### src/rtl/imem_loader_pkg.sv
// rtl/imem_loader_pkg.sv - shared state encoding and frame constants for the instruction memory loader
package imem_loader_pkg;

  typedef enum logic [2:0] {
    ST_WAIT   = 3'd0,
    ST_CNT_HI = 3'd1,
    ST_CNT_LO = 3'd2,
    ST_DATA   = 3'd3,
    ST_CHK    = 3'd4,
    ST_RUN    = 3'd5,
    ST_ERR    = 3'd6
  } state_t;

  localparam logic [7:0] SYNC_BYTE      = 8'hA5;
  localparam int         BYTES_PER_WORD = 4;
  localparam int         CNT_W          = 16;

endpackage

### src/rtl/imem_loader_byte_packer.sv
// rtl/imem_loader_byte_packer.sv - big-endian byte-to-word assembler with running XOR checksum
module byte_packer
  import imem_loader_pkg::*;
(
  input  logic        clk,
  input  logic        reset,
  input  logic        clear,
  input  logic        byte_valid,
  input  logic [7:0]  byte_data,
  output logic [31:0] word,
  output logic        word_valid,
  output logic [7:0]  chk
);

  logic [23:0] shift_q, shift_d;
  logic [1:0]  idx_q, idx_d;
  logic [7:0]  chk_q, chk_d;

  always_ff @(posedge clk or posedge reset) begin
    if (reset) begin
      shift_q <= '0;
      idx_q   <= '0;
      chk_q   <= '0;
    end else begin
      shift_q <= shift_d;
      idx_q   <= idx_d;
      chk_q   <= chk_d;
    end
  end

  always_comb begin
    shift_d = shift_q;
    idx_d   = idx_q;
    chk_d   = chk_q;
    if (clear) begin
      shift_d = '0;
      idx_d   = '0;
      chk_d   = '0;
    end else if (byte_valid) begin
      shift_d = {shift_q[15:0], byte_data};
      idx_d   = idx_q + 2'd1;
      chk_d   = chk_q ^ byte_data;
    end
  end

  // The word completes with the byte arriving now; the parent registers it.
  assign word       = {shift_q, byte_data};
  assign word_valid = byte_valid && !clear && (idx_q == 2'(BYTES_PER_WORD - 1));
  assign chk        = chk_q;

endmodule

### src/rtl/imem_loader.sv
// rtl/imem_loader.sv - UART boot loader: frames bytes into words, writes instruction RAM, gates CPU reset
module imem_loader
  import imem_loader_pkg::*;
#(
  parameter int ADDR_W       = 8,
  parameter int BOOT_WAIT    = 50000000,
  parameter int BYTE_TIMEOUT = 500000
) (
  input  logic              clk,
  input  logic              reset,
  input  logic              start,
  input  logic [7:0]        rx_data,
  input  logic              rx_valid,
  output logic              mem_we,
  output logic [ADDR_W-1:0] mem_addr,
  output logic [31:0]       mem_wdata,
  output logic              cpu_hold,
  output logic              done,
  output logic              error
);

  localparam int unsigned DEPTH = 1 << ADDR_W;

  state_t              state_q, state_d;
  logic [31:0]         boot_cnt_q, boot_cnt_d;
  logic [31:0]         idle_q, idle_d;
  logic [CNT_W-1:0]    n_q, n_d;
  logic [CNT_W-1:0]    words_q, words_d;
  logic                mem_we_q, mem_we_d;
  logic [ADDR_W-1:0]   mem_addr_q, mem_addr_d;
  logic [31:0]         mem_wdata_q, mem_wdata_d;
  logic                cpu_hold_q, cpu_hold_d;
  logic                done_q, done_d;
  logic                error_q, error_d;

  logic                pk_clear, pk_valid, word_valid;
  logic [31:0]         word;
  logic [7:0]          chk;
  logic [CNT_W-1:0]    n_full;
  logic                timeout, last_word;

  assign pk_clear  = start || (state_q inside {ST_WAIT, ST_CNT_HI, ST_CNT_LO});
  assign pk_valid  = rx_valid && !start && (state_q == ST_DATA);
  assign n_full    = {n_q[CNT_W-1:8], rx_data};
  assign timeout   = !rx_valid && (idle_q == 32'(BYTE_TIMEOUT - 1));
  assign last_word = (words_q + 16'd1) == n_q;

  byte_packer u_packer (
    .clk        (clk),
    .reset      (reset),
    .clear      (pk_clear),
    .byte_valid (pk_valid),
    .byte_data  (rx_data),
    .word       (word),
    .word_valid (word_valid),
    .chk        (chk)
  );

  always_ff @(posedge clk or posedge reset) begin
    if (reset) state_q <= ST_WAIT;
    else       state_q <= state_d;
  end

  always_comb begin
    state_d = state_q;
    if (start) begin
      state_d = ST_WAIT;
    end else begin
      case (state_q)
        ST_WAIT: begin
          if (rx_valid && rx_data == SYNC_BYTE)               state_d = ST_CNT_HI;
          else if (boot_cnt_q == 32'(BOOT_WAIT - 1))          state_d = ST_RUN;
        end
        ST_CNT_HI: begin
          if (rx_valid)     state_d = ST_CNT_LO;
          else if (timeout) state_d = ST_ERR;
        end
        ST_CNT_LO: begin
          if (rx_valid) begin
            if (32'(n_full) > DEPTH) state_d = ST_ERR;
            else if (n_full == '0)   state_d = ST_CHK;
            else                     state_d = ST_DATA;
          end else if (timeout) begin
            state_d = ST_ERR;
          end
        end
        ST_DATA: begin
          if (word_valid && last_word) state_d = ST_CHK;
          else if (timeout)            state_d = ST_ERR;
        end
        ST_CHK: begin
          if (rx_valid)     state_d = (rx_data == chk) ? ST_RUN : ST_ERR;
          else if (timeout) state_d = ST_ERR;
        end
        ST_RUN:  state_d = ST_RUN;
        ST_ERR:  state_d = ST_ERR;
        default: state_d = ST_ERR;
      endcase
    end
  end

  always_comb begin
    boot_cnt_d  = (!start && state_q == ST_WAIT && state_d == ST_WAIT) ? boot_cnt_q + 32'd1 : '0;
    idle_d      = (start || rx_valid || (state_q inside {ST_WAIT, ST_RUN, ST_ERR})) ? '0 : idle_q + 32'd1;
    n_d         = n_q;
    if (!start && rx_valid && state_q == ST_CNT_HI) n_d = {rx_data, 8'h00};
    if (!start && rx_valid && state_q == ST_CNT_LO) n_d = n_full;
    words_d     = (start || state_q != ST_DATA) ? '0 : (word_valid ? words_q + 16'd1 : words_q);
    mem_we_d    = word_valid;
    mem_wdata_d = word_valid ? word : mem_wdata_q;
    // Address advances the cycle after each write pulse, so a pulse always uses the current value.
    if (start || (state_q inside {ST_WAIT, ST_CNT_HI, ST_CNT_LO})) mem_addr_d = '0;
    else if (mem_we_q)                                            mem_addr_d = mem_addr_q + ADDR_W'(1);
    else                                                          mem_addr_d = mem_addr_q;
    cpu_hold_d  = (state_d != ST_RUN);
    done_d      = done_q;
    error_d     = error_q;
    if (start) begin
      done_d  = 1'b0;
      error_d = 1'b0;
    end else if (state_d == ST_ERR && state_q != ST_ERR) begin
      done_d  = 1'b0;
      error_d = 1'b1;
    end else if (state_q == ST_CHK && state_d == ST_RUN) begin
      done_d  = 1'b1;
    end
  end

  always_ff @(posedge clk or posedge reset) begin
    if (reset) begin
      boot_cnt_q  <= '0;
      idle_q      <= '0;
      n_q         <= '0;
      words_q     <= '0;
      mem_we_q    <= 1'b0;
      mem_addr_q  <= '0;
      mem_wdata_q <= '0;
      cpu_hold_q  <= 1'b1;
      done_q      <= 1'b0;
      error_q     <= 1'b0;
    end else begin
      boot_cnt_q  <= boot_cnt_d;
      idle_q      <= idle_d;
      n_q         <= n_d;
      words_q     <= words_d;
      mem_we_q    <= mem_we_d;
      mem_addr_q  <= mem_addr_d;
      mem_wdata_q <= mem_wdata_d;
      cpu_hold_q  <= cpu_hold_d;
      done_q      <= done_d;
      error_q     <= error_d;
    end
  end

  assign mem_we    = mem_we_q;
  assign mem_addr  = mem_addr_q;
  assign mem_wdata = mem_wdata_q;
  assign cpu_hold  = cpu_hold_q;
  assign done      = done_q;
  assign error     = error_q;

endmodule
### config.mk
export PLATFORM = sky130hd
export DESIGN_NAME = imem_loader
export DESIGN_NICKNAME = d
export VERILOG_FILES = /design/src/rtl/imem_loader_pkg.sv /design/src/rtl/imem_loader_byte_packer.sv /design/src/rtl/imem_loader.sv
export SDC_FILE = /design/constraint.sdc
export NUM_CORES = 1
export LEC_CHECK = 0
export BUFFER_PORTS_ARGS = -buffer_cell sky130_fd_sc_hd__buf_2
export CELL_PAD_IN_SITES_DETAIL_PLACEMENT = 0
export CELL_PAD_IN_SITES_GLOBAL_PLACEMENT = 1
export CORE_ASPECT_RATIO = 0.7
export CORE_MARGIN = 2
export CORE_UTILIZATION = 30
export DETAILED_ROUTE_END_ITERATION = 12
export PLACE_DENSITY = 0.62
export SLEW_MARGIN = 20
export SYNTH_ARGS = -nofsm -noshare
export SYNTH_HDL_FRONTEND = slang
export SYNTH_HIERARCHICAL = 1
export SYNTH_SLANG_ARGS = --single-unit
### constraint.sdc
create_clock -name clk -period 9.2 [get_ports clk]
set_input_delay 0 -clock clk [delete_from_list [all_inputs] [get_ports clk]]
set_output_delay 0 -clock clk [all_outputs]
set_load 0.05 [all_outputs]
### Word level (Yosys, flattened, before mapping)

Index checks and enable logic that the tools add are counted.
W data, S select, Z words.

* divide/modulo/power cells: 0
* reduce and logical (&&, ||, !) cells: 32
* shift operators: 0
* muxes and demuxes: 31
* bitwise gates (word level): 2
* multiply operators: 0
* add/sub/neg operators: 5
* order comparisons: 1
* equality and inequality tests: 17

Operators with widths (count)
* $add A32 B1 Y32 const B: 2
* $mux W32: 2
* $mux W24: 2
* $mux W8: 6
* $eq A32 B19 Y1 const B: 1
* $eq A32 B26 Y1 const B: 1
* $mux W16: 2
* $mux W3: 10
* $pmux W3 S6: 1
* $add A16 B1 Y16 const B: 1
* $eq A16 B16 Y1: 1
* $gt A16 B9 Y1 const B: 1
* $logic_not A16 Y1: 1
* $eq A3 B3 Y1 const B: 5
* $logic_and A1 B1 Y1: 13
* $reduce_bool A2 Y1: 5
* $reduce_bool A3 Y1: 3
* $add A8 B1 Y8 const B: 1
* $eq A8 B8 Y1: 1
* $eq A8 B8 Y1 const B: 1
* $xor A8 B8 Y8: 1
* $eq A3 B2 Y1 const B: 2
* $logic_not A3 Y1: 2
* $mux W2: 3
* other kinds (10): 20

* memory bits (read-only): 0
* flip-flop bits (word level): 177
* output and inout port bits: 44
* bits in latches: 0
* RAM bits: 0
* input bits: 12
* word-level logic and storage cells: 103
* memories: 0

### Depth between registers and ports, before layout

Gate-level depths: netlist of the first run.

* depth after elaboration: 15
* depth in mapped cells: 19
* depth with buffers taken out: 12

### Modules after synthesis

The synthesis of the first run kept the hierarchy.

Modules (own cells, without submodules)
* imem_loader: cells an instance 693, sequential area each 3579.7 um^2, area an instance 7264.5 um^2, instances 1
* byte_packer: cells an instance 131, sequential area each 850.8 um^2, area an instance 1562.7 um^2, instances 1

### Worst setup path before layout of the first run

No wires, ideal clock.

* kind: reg2reg
* start point: reg state_q[2]
* end point: reg boot_cnt_q[27]
* path slack: 5.480 ns
* stages on the path, launching flop included: 20
* library setup time: 0.069 ns
* data arrival time: 3.651 ns
* data required time: 9.131 ns
* path buffers: 7
* clock period less this slack: 3.720 ns
* cells stage by stage: dfrtp_1 clkbuf_1 nor2_1 nand3_1 clkbuf_1 nor2_1 buf_6 buf_4 nand2_1 nor2_1 clkbuf_1 o2111ai_1 a211oi_1 nand4_1 nor4_4 o31ai_2 or2_1 buf_6 buf_6 nor2_2

* elaborated cells on any way between the ends: 26
* those cells by class: eq/ne: 5; mux: 10; reduce/logical: 11

RTL lines
* from (decl): RTL line imem_loader.sv:24 `state_t state_q, state_d;`
* from (signal assigned): RTL line imem_loader.sv:61 `else state_q <= state_d;`
* $eq A3 B2 Y1: RTL line imem_loader.sv:43 `assign pk_valid = rx_valid && !start && (state_q == ST_DATA);`
* $logic_and A1 B1 Y1: RTL line imem_loader.sv:43
* net pk_valid: RTL line imem_loader.sv:36 `logic pk_clear, pk_valid, word_valid;`
* $logic_and A1 B1 Y1 (2 in a row): RTL line imem_loader_byte_packer.sv:48 `assign word_valid = byte_valid && !clear && (idx_q == 2'(BYTES_PER_WORD - 1));`
* net mem_we_d: RTL line imem_loader.sv:29 `logic mem_we_q, mem_we_d;`
* $logic_and A1 B1 Y1: RTL line imem_loader.sv:88 `if (word_valid && last_word) state_d = ST_CHK;`
* $mux W3: RTL line imem_loader.sv:88
* $pmux W3 S6: RTL line imem_loader.sv:69 `case (state_q)`
* $mux W3: RTL line imem_loader.sv:66 `if (start) begin`
* net state_d[0]: RTL line imem_loader.sv:24
* $logic_not A3 Y1: RTL line imem_loader.sv:103 `boot_cnt_d = (!start && state_q == ST_WAIT && state_d == ST_WAIT) ? boot_cnt_q + 32'd1 : '0;`
* $logic_and A1 B1 Y1: RTL line imem_loader.sv:103
* $mux W32: RTL line imem_loader.sv:103
* net boot_cnt_d[27]: RTL line imem_loader.sv:25 `logic [31:0] boot_cnt_q, boot_cnt_d;`
* to (signal assigned): RTL line imem_loader.sv:142 `boot_cnt_q <= boot_cnt_d;`
* to (decl): RTL line imem_loader.sv:25

The timed path passes the listed nets, and every way through them passes these cells.
A chain may end at the register's enable or synchronous reset.

### Final worst setup path of the first run

* start point: reg state_q[2]
* end point: reg boot_cnt_q[5]

Same word-level chain as after synthesis.

==> metrics.txt, run 1 <==
global-route wire length before repair about 32 mm; TritonCTS clock tree done; data arrival time of the critical path about 4200 ps; drt wl/cell between 15 and 20 um; Netlist cell types between 60 and 70; max cap viols 0; die width 209 um; final design utilization 34.7%; Total Power about 1.6 mW; largest net degree at the start of global routing 74; # diodes 0; Routability Congestion 0.792; initial DRC count 364; Rel. slew slack 34.5%; post-synthesis sequential area ratio about 50%; reg2reg setup slack 5360 ps; # Post-CTS Setup Buffers 0; vias in the first global route approximately 6000; R2R depth 13; IO Count 56; slowest stage cell on the critical path nand3_1; leakage 4.21 nW; ratio of cells with drive above 1 in the final layout a little under a fifth; PwrDens between 150 and 200 nW/um^2; clk root buf clkbuf_16; hold_ws 215 ps; Post-synth EDFFs 0; Post-Route WL a little under 20 mm; RSZ-0062 raised after global routing false; grt total ovfl 0; Slowest Stage Delay on Critical Path 680 ps; DR vias/cell 4.79; initial antenna violation count 0; WP buf/inv 1; Final period util 41.7%; P&R area growth vs syn 13.8%; status complete, no violations; FMAX ~0.26 GHz; Total GRT Usage 13.4%; yosys synthesis warning count 6; CTS max path bufs 2; Worst-Skew Late Latency about 450 ps; TritonCTS Sinks approximately 180; Synth Cell Area approximately 9000 sq um; crit path kind reg2reg; peak supply drop roughly 0.12 mV; DIE AREA 30800 sq um; critical path capture point type flop; total CTS buffers 17; register area approximately 4400 sq um; drt pass-1 iters 5; Hold Vio Cnt, Final 0; core area roughly 29000 sq um; Largest delay share family, worst path simple AND/OR/NAND/NOR gates; commonest non-fill, non-tap cell in the layout dfrtp_1; Final Skew roughly 12 ps; Initial Util 30.5%; Resized cells post-CTS 0; CP required roughly 9600 ps; startpoint types flop; Min-Delay Path Class in2async; Final #Nets approximately 890; Avg Synthesized Cell Area approximately 11 sq um; Most common cell on crit path nor2_4; DRC Markers 0; min Tclk post-route 3840 ps; num rows 52; Routed Antenna Nets 0; Post-DP HPWL roughly 13 mm; Pins Over Slew Limit 0; Worst-path clk slew approximately 70 ps; Syn Nets around 840; R2R Path End boot_cnt_q[5]$_DFF_PP0_; worst slew pin tran roughly 1000 ps; setup_tns 0 ps; most frequent cells in the layout dfrtp_1, nor2_1, xnor2_1, buf_2, xor2_1; I/O Buffers 55; Die H 148 um; area occupied by multi-input gates roughly 4100 sq um; fillcell total between 2000 and 3000; post-synthesis register bit count 177; H-tree Lvls 4; Main synth FF type dfrtp_1; setup violators final 0; ys async rst share 100%; Cell Chain, Critical Path nor2_1 -> nand3_1 -> nor2_4 -> nand2_1 -> nor2_4 -> o2111ai_1 -> a211oi_1 -> nand4_1 -> nor4_4 -> o31ai_2 -> or2_1 -> buf_4 -> nor2b_1; Synth Instances between 800 and 900; maximum fanout along the worst path 32; reg2reg start state_q[2]$_DFF_PP0_; via count just over 6000
==> per-stage QoR <==
stage / worst slack [ps] / instance area (sq um) / cells
after detailed placement: 5350 / 9360 / 1217
final: 5360 / 10000 / 1259
after CTS: 5290 / 10000 / 1259
after floorplan: 5360 / 8830 / 824
after global routing: 4950 / 10000 / 1259
after global placement: 5440 / 9360 / 1217
==> worst min-delay path, stage by stage <==
cell and delay (ps):
dlygate4sd3_1 530, buf_2 150, inv_6 460
==> cell families after synthesis <==
kind of cell,after synthesis,synth area share [%]
muxes,67,8.16
xor gates and xnor gates,108,10.7
buffers and inverters,60,3.77
DFF,177,50.2
adders and majority gates,5,0.709
and+or+nand+nor,338,20.4
AOI/OAI and AO/OA,69,6.08
==> worst max path at each step <==
stage / start / endpoint / slack (ps) / cells after the start
final: state_q[2]$_DFF_PP0_ / boot_cnt_q[5]$_DFF_PP0_ / 5360 / 13
after global routing: state_q[2]$_DFF_PP0_ / boot_cnt_q[8]$_DFF_PP0_ / 4950 / 13
after CTS: state_q[2]$_DFF_PP0_ / boot_cnt_q[5]$_DFF_PP0_ / 5290 / 13
after detailed placement: state_q[2]$_DFF_PP0_ / boot_cnt_q[5]$_DFF_PP0_ / 5350 / 13
after global placement: state_q[2]$_DFF_PP0_ / boot_cnt_q[18]$_DFF_PP0_ / 5440 / 13
after floorplan: reset / boot_cnt_q[0]$_DFF_PP0_ / 5360 / 1
==> sequential cells by signal (all words and copies together) (netlist names) <==
register and count:
u_packer/idx_q 2, cpu_hold 1, u_packer/chk 8, error 1, mem_we 1, n_q 16, mem_addr 8, done 1
boot_cnt_q 32, state_q 3, idle_q 32, words_q 16, mem_wdata 32, u_packer/shift_q 24
==> synthesized netlist by cell type (8+ instances only) <==
library cell | n | area share (%)
o21ai_0 | 8 | 0.45
buf_6 | 8 | 1.0
dfrtp_1 | 176 | 50
nor3_1 | 11 | 0.62
nand4_1 | 31 | 2.2
xor2_1 | 53 | 5.3
and4_1 | 9 | 0.89
nand3_1 | 30 | 1.7
nand3b_1 | 9 | 0.77
or3_1 | 9 | 0.64
nor2_1 | 125 | 5.3
a22o_1 | 8 | 0.79
clkbuf_1 | 14 | 0.60
buf_4 | 9 | 0.77
mux2_2 | 40 | 5.1
and3_1 | 14 | 0.99
xnor2_1 | 55 | 5.5
nor2_2 | 12 | 0.85
a21oi_1 | 10 | 0.57
inv_1 | 14 | 0.60
nor4_1 | 11 | 0.78
nand2_1 | 38 | 1.6
buf_2 | 11 | 0.62
mux2i_1 | 27 | 3.1
==> timing repair <==
| action | 4_1_cts | 5_1_grt |
|---|---|---|
| hold endpoints to repair | 140 | 0 |
| hold buffers | 10 | 0 |
| setup endpoints to repair | 0 | 0 |
==> metal layers <==
layer,track usage (%),part of all wire (%),vias up
met5,0,0,-
met4,4.43,1.4,0
met3,3.25,3.3,18
met2,17.8,40,80
met1,20.8,55,2983
li1,-,-,2952
==> layout make-up <==
| type | instances | area share, % |
|---|---|---|
| inverter | 14 | 0.573 |
| multi-input combinational | 587 | 40.6 |
| timing repair buffer | 71 | 4.19 |
| clock inverter | 14 | 1.42 |
| clock buffer | 18 | 4.37 |
| sequential | 177 | 44.1 |
| tap | 378 | 4.71 |
==> report_power, final <==
| part | internal [mW] | leakage [nW] | switching (mW) |
|---|---|---|---|
| clock network | 0.367 | 0.279 | 0.353 |
| registers | 0.790 | 2.46 | 0.0173 |
| logic | 0.0360 | 1.47 | 0.0525 |
| total | 1.19 | 4.21 | 0.423 |
(Power assumes the default switching activity.)
==> run 2: changes to the inputs <==
clock period = 3.8 ns   (was 9.2 ns; I/O delays follow)
==> run 2 against run 1 <==
  * Register-to-register slack got worse by 4800 ps
  * Utilization rose by 0.11 points
  * Setup slack got worse by 4800 ps
  * First-iteration DRC count rose by 7.4%
  * Global-route usage barely moved
  * Count of clock-buffer cells in the layout did not move
  * Sequential share of layout area fell by 0.14 points
  * Total power rose by 140%
==> metrics.txt, run 2 (synthesized netlist as in run 1, its figures left out) <==
status complete, no violations; ratio of cells with drive above 1 in the final layout 19.3%; crit path kind reg2reg; Flop pwr share about half; Worst-path clk slew 70 ps; met2 Resource Use GR 18.0%; sw frac 25.0%; Routability Congestion just under 0.8; initial DRC count about 390; area occupied by multi-input gates between 4000 and 5000 sq um; Net Switching 0.977 mW; startpoint types flop; gr busiest metal met1; setup violators final 0; WP buf/inv 1; TritonCTS clock tree done; max cap viols 0; Int Power 2.93 mW; Initial Util between 30% and 40%; Final period util 85.9%; # diodes 0; FMAX 0.306 GHz; CP required roughly 4200 ps; data arrival time of the critical path 3630 ps; grt total ovfl 0; peak supply drop ~0.22 mV; IO Count 56; die width between 200 and 250 um; Total GRT Usage between 10% and 20%; Final Skew ~10 ps; drt pass-1 iters 5; via count roughly 6000; min Tclk post-route roughly 3300 ps; CTS max path bufs 2; Hold Vio Cnt, Final 0; total CTS buffers 17; critical path capture point type flop; Most common cell on crit path nand4_1; TritonCTS Sinks 177; largest net degree at the start of global routing 82; GR Util met3 under 10%; core area slightly below 30000 sq um; leakage 4.24 nW; Logic pwr share 5.6%; Post-Route WL slightly below 20 mm; Cell Chain, Critical Path ha_1 -> nand4_1 -> or3_1 -> a211oi_1 -> nand4_1 -> nor4_4 -> o31ai_2 -> or2_1 -> buf_4 -> nor2_1; fillcell total ~3000; num rows between 50 and 60; I/O Buffers between 50 and 60; DRC Markers 0; DIE AREA roughly 30000 sq um; Clock power frac 44.4%; drt wl/cell ~15 um; Slowest Stage Delay on Critical Path 480 ps; Die H between 100 and 150 um; Worst-Skew Late Latency around 440 ps; global-route wire length before repair 32.5 mm; Rel. slew slack a little over a third; maximum fanout along the worst path 32; P&R area growth vs syn 14.1%; global-route met1 utilization a little over a fifth; initial antenna violation count 0; DR vias/cell between 4 and 5; clk root buf clkbuf_16; most frequent cells in the layout dfrtp_1, nor2_1, xnor2_1, buf_2, xor2_1; setup_tns 0 ps; RSZ-0062 raised after global routing false; PwrDens around 390 nW/um^2; worst slew pin tran 958 ps; Largest delay share family, worst path simple AND/OR/NAND/NOR gates; Pins Over Slew Limit 0; Routed Antenna Nets 0; slowest stage cell on the critical path dfrtp_1; commonest non-fill, non-tap cell in the layout dfrtp_1; register area roughly 4400 sq um; Min-Delay Path Class in2async; Final #Nets between 800 and 900; H-tree Lvls 4; Post-DP HPWL 13.0 mm; final design utilization 34.8%; vias in the first global route a little under 6000
[run 2: final timing paths]
kind | end | cells after the start | startpoint | slack, ps
worst min-delay path | u_packer/shift_q[16]$_DFFE_PP0P_ | 4 | reset | 260
worst max register to register | boot_cnt_q[15]$_DFF_PP0_ | 10 | words_q[0]$_DFFE_PP0P_ | 540
worst min register to register | mem_wdata[15]$_DFFE_PP0P_ | 1 | mem_wdata[15]$_DFFE_PP0P_ | 500
worst max-delay path | boot_cnt_q[15]$_DFF_PP0_ | 10 | words_q[0]$_DFFE_PP0P_ | 540
min in group clk | n_q[10]$_DFFE_PP0P_ | 3 | rx_valid | 320
max in group asynchronous | cpu_hold$_DFF_PP1_ | 4 | reset | 2590
[run 2: layer usage]
layer	share of wire [%]	vias to the layer above
li1	-	2963
met2	41	89
met5	0	-
met4	1.1	0
met3	3.5	13
met1	55	2972
[run 2: worst register-to-register path, stage by stage, from the launching register on]
cell and delay, ps:
dfrtp_1 480, ha_1 320, nand4_1 280, or3_1 430, a211oi_1 270, nand4_1 230
nor4_4 360, o31ai_2 120, or2_1 250, buf_4 270, nor2_1 180
[run 2: power by group through the flow]
stage                     clock [mW]  sequential (mW)  combinational (mW)
after floorplan                    0             1.97               0.161
after global placement             0             1.99               0.214
after detailed placement           0             1.99               0.215
after CTS                       1.80             1.95               0.224
after global routing            1.87             1.96               0.248
final                           1.74             1.95               0.220
[run 2: through the flow]
stage	total power [mW]	hold slack (ps)	instances	setup slack (ps)	area [sq um]
finish	3.91	256	1263	537	10100
global placement	2.20	164	1221	645	9400
floorplan	2.13	65.6	824	80.2	8830
detailed placement	2.20	162	1221	600	9400
CTS	3.98	227	1263	551	10100
global route	4.07	299	1263	146	10100
[run 2: layout make-up]
type	instances	share of cell area, %
timing repair buffer	75	4.60
tap	378	4.70
multi-input combinational	587	40.5
inverter	14	0.559
clock buffer	18	4.26
clock inverter	14	1.42
sequential	177	44.0
[run 2: what timing repair did]
item,4_1_cts,5_1_grt
hold endpoints to repair,110,0
setup buffers,0,0
hold buffers,10,0
resized for setup,0,0
==> run 3: changes to the inputs <==
ABC_AREA = 1   (was unset)
CTS_CLUSTER_DIAMETER = 120   (was unset)
PLACE_DENSITY = 0.64   (was 0.62)
clock period = 3.35 ns   (was 3.8 ns; I/O delays follow)
==> run 3 against run 2 <==
  * Via count rose by 24%
  * Sequential share of layout area is 1.4 points lower
  * Worst hold slack got worse by 200 ps
  * Routed wire length rose by 22%
  * Clock power rose by 13%
  * Sequential power rose by 15%
==> metrics.txt, run 3 <==
peak supply drop between 0.3 and 0.4 mV; setup_tns 0 ps; leakage around 4.8 nW; critical path capture point type flop; Netlist cell types 39; yosys synthesis warning count 6; largest net degree at the start of global routing 87; Yosys top cell area share between 40 and 50%; Final period util between 90% and 100%; Pins Over Slew Limit 0; drt wl/cell 14.6 um; TritonCTS Sinks roughly 180; Most common cell on crit path nand2_1; clk root buf clkbuf_16; initial DRC count about 430; Worst Hold Depth 5; die width 211 um; Post-synth EDFFs 0; Rel. slew slack between 50 and 60%; I/O Buffers 55; reg2reg setup slack approximately 290 ps; Final #Nets about 1200; DIE AREA between 30000 and 40000 sq um; RSZ-0062 raised after global routing false; via count approximately 7500; post-synthesis sequential area ratio between 40% and 50%; core area between 20000 and 30000 sq um; Hold Vio Cnt, Final 0; Final Skew 16.3 ps; ratio of cells with drive above 1 in the final layout about an eighth; Flop pwr share 49.3%; Main synth FF type dfrtp_1; ys async rst share 100%; H-tree Lvls 4; DR vias/cell ~4.6; Worst-Skew Late Latency 450 ps; DRC Markers 0; Slowest Stage Delay on Critical Path 440 ps; Synth Cell Area roughly 9000 sq um; Routability Congestion 0.847; WP buf/inv 2; Synth Instances roughly 1200; max cap viols 0; FMAX roughly 0.33 GHz; Post-Route WL roughly 24 mm; # Post-CTS Setup Buffers 0; Net Switching approximately 1.2 mW; commonest non-fill, non-tap cell in the layout nand2_1; Cell Chain, Critical Path ha_1 -> nand2_1 -> nor2_4 -> nand2_1 -> nand2_1 -> nand2_1 -> nand2_1 -> nand2_1 -> nor2_1 -> nand3_1 -> nor2_2 -> nand2_1 -> nand2_1 -> nand2_2 -> nand2_1 -> inv_1 -> nor2_2 -> nand3_4 -> buf_6 -> nor2_1; TritonCTS clock tree done; fillcell total about 3200; IO Count between 50 and 60; num rows 53; Initial Util 30.3%; DP Worst Slack 150 ps; worst slew pin tran slightly below 700 ps; Worst-path clk slew 70 ps; Synth top cells by count nand2_1, dfrtp_1, inv_1; data arrival time of the critical path between 3000 and 4000 ps; Clock power frac between 40% and 50%; status complete, no violations; reg2reg start words_q[1]$_DFFE_PP0P_; Largest delay share family, worst path simple AND/OR/NAND/NOR gates; Total GRT Usage between 15 and 20%; hold path startpoint rx_valid; CP required 3720 ps; Avg Synthesized Cell Area roughly 7.8 sq um; Post-DP HPWL ~17 mm; sw frac approximately a quarter; maximum fanout along the worst path 32; Die H approximately 150 um; CTS max path bufs 2; drt pass-1 iters 5; most frequent cell after synthesis nand2_1; total CTS buffers 17; Int Power around 3.4 mW; Logic pwr share under 10%; Syn Nets between 1000 and 1500; R2R Path End boot_cnt_q[0]$_DFF_PP0_; crit path kind reg2reg; Routed Antenna Nets 0; setup violators final 0; grt total ovfl 0; main area contributors after synthesis dfrtp_1, nand2_1, inv_1; Worst Hold End u_packer/idx_q[0]$_DFFE_PP0P_; R2R depth 20; startpoint types flop; most frequent cells in the layout nand2_1, dfrtp_1, inv_1; Yosys top cell by area dfrtp_1; min Tclk post-route 3060 ps; initial antenna violation count 1; PnR worst setup slack between 200 and 300 ps; P&R area growth vs syn 15.3%; slowest stage cell on the critical path dfrtp_1; vias in the first global route slightly above 7000; post-synthesis register bit count 177; global-route wire length before repair approximately 39 mm; PwrDens between 400 and 500 nW/um^2; Min-Delay Path Class in2reg
run 3: changes by cell type in the layout (fill, tap and decap cells not counted), sizes merged, moves of 12 or more:
| cell | previous run | this run |
|---|---|---|
| a21oi | 15 | 41 |
| and3 | 14 | 2 |
| inv | 21 | 146 |
| mux2 | 40 | 0 |
| mux2i | 27 | 0 |
| nand2 | 38 | 315 |
| nand3 | 31 | 101 |
| nor3 | 11 | 42 |
| o21ai | 8 | 54 |
| o22ai | 2 | 17 |
| xnor2 | 55 | 7 |
| xor2 | 53 | 23 |
run 3: worst register-to-register path, delay by kind of cell, from the launching register on:
| kind | cells | cell delay [ps] |
|---|---|---|
| buf+inv | 2 | 280 |
| flops | 1 | 440 |
| fa+ha+maj | 1 | 270 |
| simple gates | 17 | 2030 |
run 3: through the flow:
| step | power [mW] | hold slack, ps | utilization [%] | instance area [sq um] | instances |
|---|---|---|---|---|---|
| 3_5_place_dp | 2.60 | 169 | 32.6 | 9720 | 1578 |
| 5_1_grt | 4.73 | 67.6 | 34.9 | 10400 | 1619 |
| 6_report | 4.54 | 56.7 | 34.9 | 10400 | 1620 |
| 2_1_floorplan | 2.49 | 66.4 | - | 9030 | 1154 |
| 4_1_cts | 4.61 | 86.2 | 34.8 | 10400 | 1619 |
| 3_3_place_gp | 2.60 | 160 | 32.6 | 9720 | 1578 |
run 3: power groups by stage:
stage	logic, mW	clock network [mW]	registers (mW)
2_1_floorplan	0.227	0	2.27
3_3_place_gp	0.324	0	2.27
3_5_place_dp	0.320	0	2.28
4_1_cts	0.331	2.04	2.23
5_1_grt	0.375	2.11	2.24
6_report	0.330	1.97	2.24
run 3: area by class of cell:
class	count	area (sq um)	share of cell area (%)
sequential	177	4440	42.6
multi-input combinational	803	3880	37.3
inverter	143	541	5.19
timing repair buffer	80	504	4.84
tap	385	482	4.63
clock buffer	19	443	4.25
clock inverter	12	123	1.18
antenna	1	2.50	0.0240
run 3: cell families after synthesis:
kind of cell | after synthesis | share of synthesized area [%]
and+or+nand+nor | 644 | 31.7
AOI/OAI and AO/OA | 124 | 7.45
xor gates and xnor gates | 30 | 2.91
DFF | 177 | 49.1
adders and majority gates | 5 | 0.693
buffers and inverters | 174 | 8.15
run 3: how the worst max path moves through the flow:
stage / startpoint / to / slack, ps / cells past startpoint
floorplan: state_q[2]$_DFF_PP0_ / boot_cnt_q[19]$_DFF_PP0_ / 180 / 25
global placement: state_q[2]$_DFF_PP0_ / boot_cnt_q[0]$_DFF_PP0_ / 250 / 23
detailed placement: state_q[2]$_DFF_PP0_ / boot_cnt_q[0]$_DFF_PP0_ / 150 / 23
CTS: state_q[2]$_DFF_PP0_ / boot_cnt_q[0]$_DFF_PP0_ / 140 / 23
global route: words_q[1]$_DFFE_PP0P_ / boot_cnt_q[0]$_DFF_PP0_ / 10 / 20
finish: words_q[1]$_DFFE_PP0P_ / boot_cnt_q[0]$_DFF_PP0_ / 290 / 20
run 3: timing repair:
item,in CTS,in global routing
setup endpoints to repair,0,32
resized for setup,0,8
hold endpoints to repair,94,0
hold buffers,10,0
run 3: per-layer routing:
| layer | vias up | routed length [um] | part of all wire, % | track usage (%) |
|---|---|---|---|---|
| li1 | 3859 | - | - | - |
| met1 | 3511 | 13100 | 56 | 24.8 |
| met2 | 98 | 9100 | 39 | 20.9 |
| met3 | 12 | 1180 | 5.0 | 4.08 |
| met4 | 0 | 183 | 0.78 | 4.37 |
| met5 | - | 0 | 0 | 0 |
